### config.mk
export PLATFORM = sky130hd
export DESIGN_NAME = bsg_cgol_ctrl
export DESIGN_NICKNAME = d
export VERILOG_FILES = /design/src/rtl/bsg_cgol_pkg.sv /design/src/rtl/bsg_cgol_frame_counter.sv /design/src/rtl/bsg_cgol_ctrl.sv
export SDC_FILE = /design/constraint.sdc
export NUM_CORES = 1
export LEC_CHECK = 0
export ABC_AREA = 1
export CORE_MARGIN = 4
export CORE_UTILIZATION = 38
export DETAILED_ROUTE_END_ITERATION = 7
export GPL_TIMING_DRIVEN = 0
export PLACE_DENSITY_LB_ADDON = 0.12
export REMOVE_ABC_BUFFERS = 1
export SLEW_MARGIN = 5
export SYNTH_ARGS = -nofsm -noshare
export SYNTH_HDL_FRONTEND = slang
export SYNTH_SLANG_ARGS = --single-unit
### constraint.sdc
create_clock -name clk_i -period 3.4 [get_ports clk_i]
set_input_delay 0.34 -clock clk_i [delete_from_list [all_inputs] [get_ports clk_i]]
set_output_delay 0.34 -clock clk_i [all_outputs]
set_load 0.005 [all_outputs]
### src/rtl/bsg_cgol_pkg.sv
// Shared types and sizing constants for the Game of Life controller and cell grid.
package bsg_cgol_pkg;

  localparam int board_width_gp = 8;
  localparam int max_frames_gp  = 255;

  typedef enum logic [1:0] {
    eIdle,
    eLoad,
    eRun,
    eDone
  } bsg_cgol_ctrl_state_e;

endpackage

### src/rtl/bsg_cgol_frame_counter.sv
// Loadable down-counter of remaining generations; holds at zero instead of wrapping.
module bsg_cgol_frame_counter #(
  parameter int width_p = 8
) (
  input  logic               clk_i,
  input  logic               reset_n_i,
  input  logic               load_i,
  input  logic [width_p-1:0] val_i,
  input  logic               dec_i,
  output logic               zero_o,
  output logic               one_o
);

  logic [width_p-1:0] count_r;

  // NOTE: sequential state uses non-blocking assignments so every register
  // samples pre-edge values, independent of block evaluation order.
  always_ff @(posedge clk_i or negedge reset_n_i) begin
    if (!reset_n_i) begin
      count_r <= '0;
    end else if (load_i) begin
      count_r <= val_i;
    end else if (dec_i && (count_r != '0)) begin
      count_r <= count_r - width_p'(1);
    end
  end

  assign zero_o = (count_r == '0);
  assign one_o  = (count_r == width_p'(1));

endmodule

### src/rtl/bsg_cgol_ctrl.sv
// Job sequencer for the cell grid: load seed, pulse en_o once per generation, offer result.
module bsg_cgol_ctrl
  import bsg_cgol_pkg::*;
#(
  parameter  int board_width_p   = board_width_gp,
  parameter  int max_frames_p    = max_frames_gp,
  localparam int frames_width_lp = $clog2(max_frames_p + 1),
  localparam int cells_lp        = board_width_p * board_width_p
) (
  input  logic                       clk_i,
  input  logic                       reset_n_i,
  input  logic                       v_i,
  input  logic [cells_lp-1:0]        data_i,
  input  logic [frames_width_lp-1:0] frames_i,
  output logic                       ready_o,
  output logic                       update_o,
  output logic [cells_lp-1:0]        update_val_o,
  output logic                       en_o,
  input  logic [cells_lp-1:0]        grid_data_i,
  output logic                       v_o,
  output logic [cells_lp-1:0]        data_o,
  input  logic                       yumi_i
);

  bsg_cgol_ctrl_state_e state_r;
  logic [cells_lp-1:0]  board_r;
  logic                 frames_zero;
  logic                 frames_one;
  logic                 accept;

  assign accept = (state_r == eIdle) && v_i;

  bsg_cgol_frame_counter #(
    .width_p(frames_width_lp)
  ) frame_counter (
    .clk_i    (clk_i),
    .reset_n_i(reset_n_i),
    .load_i   (accept),
    .val_i    (frames_i),
    .dec_i    (state_r == eRun),
    .zero_o   (frames_zero),
    .one_o    (frames_one)
  );

  // Strobes are registered alongside the state so each one is a clean flop output.
  always_ff @(posedge clk_i or negedge reset_n_i) begin
    if (!reset_n_i) begin
      state_r  <= eIdle;
      board_r  <= '0;
      ready_o  <= 1'b1;
      update_o <= 1'b0;
      en_o     <= 1'b0;
      v_o      <= 1'b0;
    end else begin
      unique case (state_r)
        eIdle: if (accept) begin
          board_r  <= data_i;
          state_r  <= eLoad;
          ready_o  <= 1'b0;
          update_o <= 1'b1;
        end
        eLoad: begin
          update_o <= 1'b0;
          if (!frames_zero) begin
            state_r <= eRun;
            en_o    <= 1'b1;
          end else begin
            state_r <= eDone;
            v_o     <= 1'b1;
          end
        end
        eRun: if (frames_one || frames_zero) begin
          state_r <= eDone;
          en_o    <= 1'b0;
          v_o     <= 1'b1;
        end
        eDone: if (yumi_i) begin
          state_r <= eIdle;
          v_o     <= 1'b0;
          ready_o <= 1'b1;
        end
      endcase
    end
  end

  assign update_val_o = board_r;
  // The grid is frozen while v_o is high, so the result is the live cell state.
  assign data_o       = grid_data_i;

endmodule

==> parameters.txt, run 1 <==
Parameter                              Value

STA
  Fin Clk Skew    between 0.015 and 0.02 ns
  Unrepaired setup endpoints after global routing    no
  Count of final max-slew check failures    0
  Worst Hold Slack    approximately 0.42 ns
  Max-slew headroom    0.4416
  Measured slew at the worst slew-check pin    0.8377 ns
  Worst-case setup margin in the final layout    approximately 0.86 ns
  Total setup violations reported at the end of the flow    0
  Max Clk Rate    393.8 MHz
  Crit path time final    about 2.5 ns
  Share of the clock period used by the worst path after layout    0.7468
  Hold Fails Final Rpt    0

Placement
  Worst setup timing slack at the placement stage    between 0.3 and 0.4 ns
  IO Port Bufs    approximately 140
  Sum of net half-perimeters after detailed placement    about 11,000 um
  Placed Cells    670
  Placer's final routability congestion estimate    0.7765

Layout
  Area of the multi-input gates    1271 um^2
  Non-filler instance count after layout    just under 700
  Layout cell share with drive strength beyond 1    0.06318
  Storage element area    just under 2000 um^2
  Fill cell instance count of the final layout    a little under 1,000
  Antenna diode count    0
  Area growth, synth to finish    33.05%
  Final nets    slightly below 700

Status
  Run status    completed

GRT
  Met2 track utilization from global routing    0.3239
  Largest net degree at the start of global routing    78
  M1 GR Usage    0.2756
  Met3 capacity usage during global routing    0.2700
  Number of antenna violations at the first check in global routing    0
  Global-route wire length before repair    approximately 21,000 um
  Most Crowded Layer GR    met2
  Total global routing overflow    0
  Overall routing resource usage    0.2521
  Via count of the first global-routing pass    about 3,200

Yosys
  Most used flip-flop cell after synthesis    dfrtp_1
  Count of unique library cells instantiated by Yosys    23
  Ranking of synthesized cells by area    dfrtp_1, nand2_1, buf_4
  Post-synth top area share    0.5005
  Share of synthesized area occupied by flip-flops and latches    0.5073
  Syn avg cell area    8.139 um^2
  Top cells by count, synth    nand2_1, dfrtp_1, buf_4
  Netlist area before placement    slightly below 4000 um^2
  Number of instances in the synthesized netlist    473
  Most common cell in the netlist    nand2_1
  Number of synthesis warnings    0
  Number of flops mapped to enable cells by yosys    0
  Most area-hungry cell type in the Yosys netlist    dfrtp_1
  Share of synthesized flip-flops with an asynchronous set or reset    1.000
  Number of storage elements in the synthesis netlist    78

Worst setup path
  CP dominant cell by count    nand2_1
  Required time worst endpoint    about 3.7 ns
  Cell depth of the worst flop-to-flop path    8
  Type of element capturing the critical path    flip-flop
  Crit Path Class    reg -> reg
  Critical Path AT    between 2 and 3 ns
  Setup slack of the most critical reg-to-reg path    roughly 0.86 ns
  Largest fanout on the critical path    between 70 and 80
  Capture point of the worst reg-to-reg path    frame_counter.count_r[1]
  CP startpoint kind    flip-flop
  CP cell instances    inv_1 -> ha_1 -> nand2_4 -> inv_4 -> nand2_1 -> o21ai_0 -> nand2_1 -> o21ai_2
  CP peak stage delay    0.77 ns
  Worst r2r src    state_r[0]
  Buf/Inv on CP    2
  Number of logic stages on the critical path including buffering    8
  Worst path top cell family by delay    buffers and inverters
  Critical-path cell with the highest stage delay    inv_4

Clock tree
  Library cell used as clock root buffer    clkbuf_8
  Postcts setup bufs    0
  Number of buffers between clock root and the deepest sink    2
  Number of buffers added by the clock tree synthesis step    9
  Clock slew at the register clock pins of the worst setup and hold paths    ~0.09 ns
  Clock sink count    just under 80
  CTS H-Tree Depth    3
  Clock latency at the later pin of the worst-skew pair    between 0.3 and 0.4 ns
  CTS tree    done

Floorplan
  Initial standard-cell utilization of the core    0.3921
  Die Width    about 110 um
  Vertical extent of the die    108.7 um
  Placeable core area    9819 um^2
  Die Area    about 12,000 um^2
  IO Pins    272
  Number of rows created at floorplan    36

Power
  Switching Share    0.3668
  Net switching component of the power    1.633 mW
  Combinational group share of total power    0.477
  Clock share of power    0.155
  Areal power density over the cells    roughly 870 nW/um^2
  Cell internal power dissipation    roughly 2.8 mW
  Seq pwr share    0.368
  VDD IR max    roughly 0.00037 V
  LEAKAGE    between 2 and 3 nW

Drt
  Final Routed Wirelength    between 10,000 and 15,000 um
  Detailed-route via count    around 3,200
  Number of design-rule violations left by the first detailed-router iteration    around 200
  First-pass iteration count of the detailed router    4
  Average detailed-routed wire length per instance    roughly 21 um
  Antenna-violating nets left    0
  Ratio of routed vias to standard cells    about 4.7
  Drc violations    0

Min path
  Worst Hold Class    in -> async

Flow run
  Count of max-cap constraint violations    0
sequential cells by signal, summed over array words and instances (netlist names):
signal / flops
state_r: 2
update_o: 1
update_val_o: 64
frame_counter.count_r: 8
en_o: 1
ready_o: 1
v_o: 1
layer usage:
layer	vias up	wire (um)
met5	-	121
met4	4	97
met3	11	3584
met2	251	5714
met1	1422	5150
li1	1516	-
what timing repair did:
| action | CTS | global route |
|---|---|---|
| hold buffers | 1 | 0 |
| hold endpoints to repair | 18 | 0 |
| endpoints found under the setup margin | 0 | 9 |
| gates resized for setup | 0 | 1 |
kinds of logic after synthesis:
group | Yosys count | synth area share
simple gates | 275 | 0.2853
buf+inv | 99 | 0.1638
flops | 78 | 0.5073
compound gates | 15 | 0.02405
fa+ha+maj | 6 | 0.01950
through the flow:
step	cell area, um^2	total power [mW]	util	setup TNS (ns)
2_1_floorplan	3291	2.605	-	0
3_3_place_gp	4888	3.750	0.4978	-83.89
3_5_place_dp	4918	3.786	0.5009	0
4_1_cts	5120	4.510	0.5214	0
5_1_grt	5122	4.846	0.5217	0
6_report	5122	4.451	0.5217	0
power by group through the flow:
| stage | Clock [mW] | Sequential [mW] | Combinational [mW] |
|---|---|---|---|
| global route | 0.756 | 1.70 | 2.39 |
| floorplan | 0 | 1.66 | 0.946 |
| CTS | 0.712 | 1.64 | 2.16 |
| finish | 0.689 | 1.64 | 2.12 |
| global placement | 0 | 1.63 | 2.12 |
| detailed placement | 0 | 1.64 | 2.15 |
layout make-up:
class | instances | share of cell area
sequential | 78 | 0.3813
timing repair buffer | 145 | 0.2863
multi-input combinational | 296 | 0.2482
tap | 133 | 0.03249
clock buffer | 11 | 0.02565
inverter | 19 | 0.01441
clock inverter | 5 | 0.01172
worst register-to-register path: stages (launching register included):
cell and delay (ns):
dfrtp_1 0.44, inv_1 0.12, ha_1 0.23, nand2_4 0.46
inv_4 0.79, nand2_1 0.15, o21ai_0 0.11, nand2_1 0.09
o21ai_2 0.06
worst max path at each step:
| stage | end | slack [ns] | startpoint |
|---|---|---|---|
| after floorplan | frame_counter.count_r[0] | 0.92 | state_r[0] |
| after global placement | update_val_o[34] | -1.02 | reset_n_i |
| after detailed placement | frame_counter.count_r[1] | 0.32 | v_i |
| after CTS | frame_counter.count_r[1] | 0.42 | state_r[0] |
| after global routing | frame_counter.count_r[1] | 0.59 | state_r[0] |
| final | frame_counter.count_r[1] | 0.86 | state_r[0] |
cell usage in the layout, fill, tap and decap left out, types with 4 or more instances in the layout:
cell type / count
o21ai_0: 5
ha_1: 6
inv_1: 16
nor2_1: 8
o21ai_2: 4
nand2_1: 241
clkbuf_8: 9
nand3_1: 14
dfrtp_1: 77
clkdlybuf4s50_1: 142
(Power assumes the default switching activity.)
==> inputs of run 2 (changes only) <==
CORE_UTILIZATION = 32   (was 38)
clock period = 2.3 ns   (was 3.4 ns; I/O delays follow)
==> run 2 against run 1 <==
  * Non-clock buffer count unchanged
  * Worst hold slack got worse by 0.090 ns
  * Setup slack worse by 0.61 ns
  * Via count fell by 0.84%
==> parameters.txt, run 2 (synthesized netlist as in run 1, its figures left out) <==
Parameter                              Value

Worst setup path
  Required time worst endpoint    2.56 ns (-1.10 ns)
  Critical-path cell with the highest stage delay    dfrtp_1
  Type of element capturing the critical path    flip-flop
  CP cell instances    inv_1 -> ha_1 -> nand2_8 -> inv_12 -> nand2_1 -> nand2_1 -> nand2_1 -> o21ai_1
  CP startpoint kind    flip-flop
  Crit Path Class    reg -> reg
  Capture point of the worst reg-to-reg path    frame_counter.count_r[3]
  Cell depth of the worst flop-to-flop path    8 (unchanged)
  Largest fanout on the critical path    77 (unchanged)
  Worst r2r src    state_r[0]
  Setup slack of the most critical reg-to-reg path    0.25 ns (-0.61 ns)
  CP dominant cell by count    nand2_1
  Critical Path AT    2.31 ns (-0.49 ns)
  CP peak stage delay    0.42 ns (-0.35 ns)

STA
  Measured slew at the worst slew-check pin    0.5305 ns (-0.3072 ns)
  Share of the clock period used by the worst path after layout    0.8925 (+0.1457)
  Max-slew headroom    0.6463 (+0.2048)
  Hold Fails Final Rpt    0 (unchanged)
  Fin Clk Skew    0.004252 ns (-0.01095 ns)
  Max Clk Rate    487.1 MHz (+24%)
  Total setup violations reported at the end of the flow    0 (unchanged)
  Post-route setup TNS    0 ns (unchanged)
  Unrepaired setup endpoints after global routing    no
  Crit path time final    2.053 ns (-0.4863 ns)
  Count of final max-slew check failures    0 (unchanged)

Power
  VDD IR max    0.0005274 V (+42%)
  Switching Share    0.3546 (-0.01220)
  Seq pwr share    0.355 (-0.013)
  Post-route total power    6.841 mW (+54%)
  LEAKAGE    2.566 nW (+1.3%)
  Cell internal power dissipation    4.415 mW (+57%)
  Net switching component of the power    2.426 mW (+49%)
  Combinational group share of total power    0.460 (-0.017)
  Clock share of power    0.185 (+0.030)
  Areal power density over the cells    1311 nW/um^2 (+51%)

Floorplan
  Vertical extent of the die    117.7 um (+8.3%)
  Initial standard-cell utilization of the core    0.3315 (-0.06057)
  Placeable core area    11,610 um^2 (+18%)
  Die Width    117.7 um (+8.3%)
  Die Area    13,850 um^2 (+17%)
  IO Pins    272 (unchanged)
  Number of rows created at floorplan    39 (+8.3%)

Clock tree
  Clock slew at the register clock pins of the worst setup and hold paths    0.05 ns (-0.04 ns)
  Clock latency at the later pin of the worst-skew pair    0.33 ns (about the same)
  CTS tree    done
  Clock sink count    78 (unchanged)
  Number of buffers between clock root and the deepest sink    2 (unchanged)
  Library cell used as clock root buffer    clkbuf_16
  Number of buffers added by the clock tree synthesis step    9 (unchanged)
  Postcts setup bufs    0 (unchanged)
  CTS H-Tree Depth    3 (unchanged)

Layout
  Storage element area    1953 um^2 (unchanged)
  Area of the multi-input gates    1280 um^2 (+0.69%)
  Area growth, synth to finish    35.55%
  Layout cell share with drive strength beyond 1    0.05978 (-0.003394)
  Flip-flop count of the largest register, all copies and words added    64 (unchanged)
  Most frequent standard cell in the layout excluding fill and tap cells    nand2_1
  Most frequent cells in the layout    nand2_1, clkdlybuf4s50_1, dfrtp_1, inv_1, nand3_1
  Antenna diode count    0 (unchanged)
  Fill cell instance count of the final layout    1,147 (+15%)
  Final nets    695 (unchanged)

Drt
  Number of design-rule violations left by the first detailed-router iteration    153 (-23%)
  Final Routed Wirelength    14,150 um (-3.5%)
  Ratio of routed vias to standard cells    4.571 (-2.0%)
  Detailed-route via count    3,177 (-0.84%)
  Average detailed-routed wire length per instance    20.36 um (-4.7%)
  Drc violations    0 (unchanged)
  Antenna-violating nets left    0 (unchanged)
  First-pass iteration count of the detailed router    4 (unchanged)

Min path
  Worst Hold Class    in -> async

Placement
  Sum of net half-perimeters after detailed placement    10,740 um (-5.1%)
  IO Port Bufs    143 (unchanged)
  Placer's final routability congestion estimate    0.7655 (-1.4%)

Status
  Run status    completed

GRT
  Via count of the first global-routing pass    3,235 (-0.093%)
  Global-route wire length before repair    21,200 um (about the same)
  Total global routing overflow    0 (unchanged)
  Largest net degree at the start of global routing    78 (unchanged)
  Number of antenna violations at the first check in global routing    0 (unchanged)
  Overall routing resource usage    0.2047 (-0.04731)

Flow run
  Count of max-cap constraint violations    0 (unchanged)
## run 2: repair_timing
item / CTS / global route
endpoints found under the hold margin: 20 / 0
hold buffers: 1 / 0
gates resized for setup: 4 / 1
gates cloned: 0 / 0
pin swaps: 0 / 0
endpoints found under the setup margin: 74 / 11
## run 2: layer usage
| metal | vias up | part of all wire | GRT usage |
|---|---|---|---|
| li1 | 1520 | - | - |
| met1 | 1416 | 0.42 | 0.2504 |
| met2 | 220 | 0.33 | 0.2213 |
| met3 | 17 | 0.23 | 0.2220 |
| met4 | 4 | 0.014 | 0.06374 |
| met5 | - | 0.0069 | 0.05882 |
## run 2: layout make-up
class                   count  area share
repair buffers            145      0.2810
well taps                 143     0.03428
clock inverters             2    0.001918
clock buffers              12     0.04723
inverters                  19     0.01606
flip-flops and latches     78      0.3742
multi-input cells         296      0.2453
## run 2: metrics by stage
step / cell area [um^2] / instances / setup slack (ns) / util / hold slack [ns]
floorplan: 3291 / 393 / -0.1782 / - / -0.06559
global placement: 4901 / 679 / -2.070 / 0.4220 / 0.4600
detailed placement: 4931 / 680 / -0.7474 / 0.4246 / 0.1539
CTS: 5210 / 695 / 0.01144 / 0.4486 / 0.3398
global route: 5219 / 695 / 0.01094 / 0.4494 / 0.3686
finish: 5219 / 695 / 0.2472 / 0.4494 / 0.3347
## run 2: how the worst max path moves through the flow
stage	slack (ns)	startpoint	endpoint
final	0.25	state_r[0]	frame_counter.count_r[3]
after global routing	0.01	state_r[0]	frame_counter.count_r[3]
after CTS	0.01	state_r[0]	frame_counter.count_r[3]
after detailed placement	-0.75	v_i	frame_counter.count_r[1]
after global placement	-2.07	reset_n_i	update_val_o[18]
after floorplan	-0.18	state_r[0]	frame_counter.count_r[0]
## run 2: power by group through the flow
stage,combinational [mW],clock [mW],sequential [mW]
2_1_floorplan,1.40,0,2.45
3_3_place_gp,3.17,0,2.42
3_5_place_dp,3.19,0,2.43
4_1_cts,3.21,1.32,2.43
5_1_grt,3.55,1.36,2.52
6_report,3.15,1.27,2.43
## run 2: critical path, delay by kind of cell, from the launching register on
kind,cells,cell delay [ns]
buffers and inverters,2,0.51
and+or+nand+nor,4,0.60
adders and majority gates,1,0.28
AOI/OAI and AO/OA,1,0.08
DFF,1,0.42
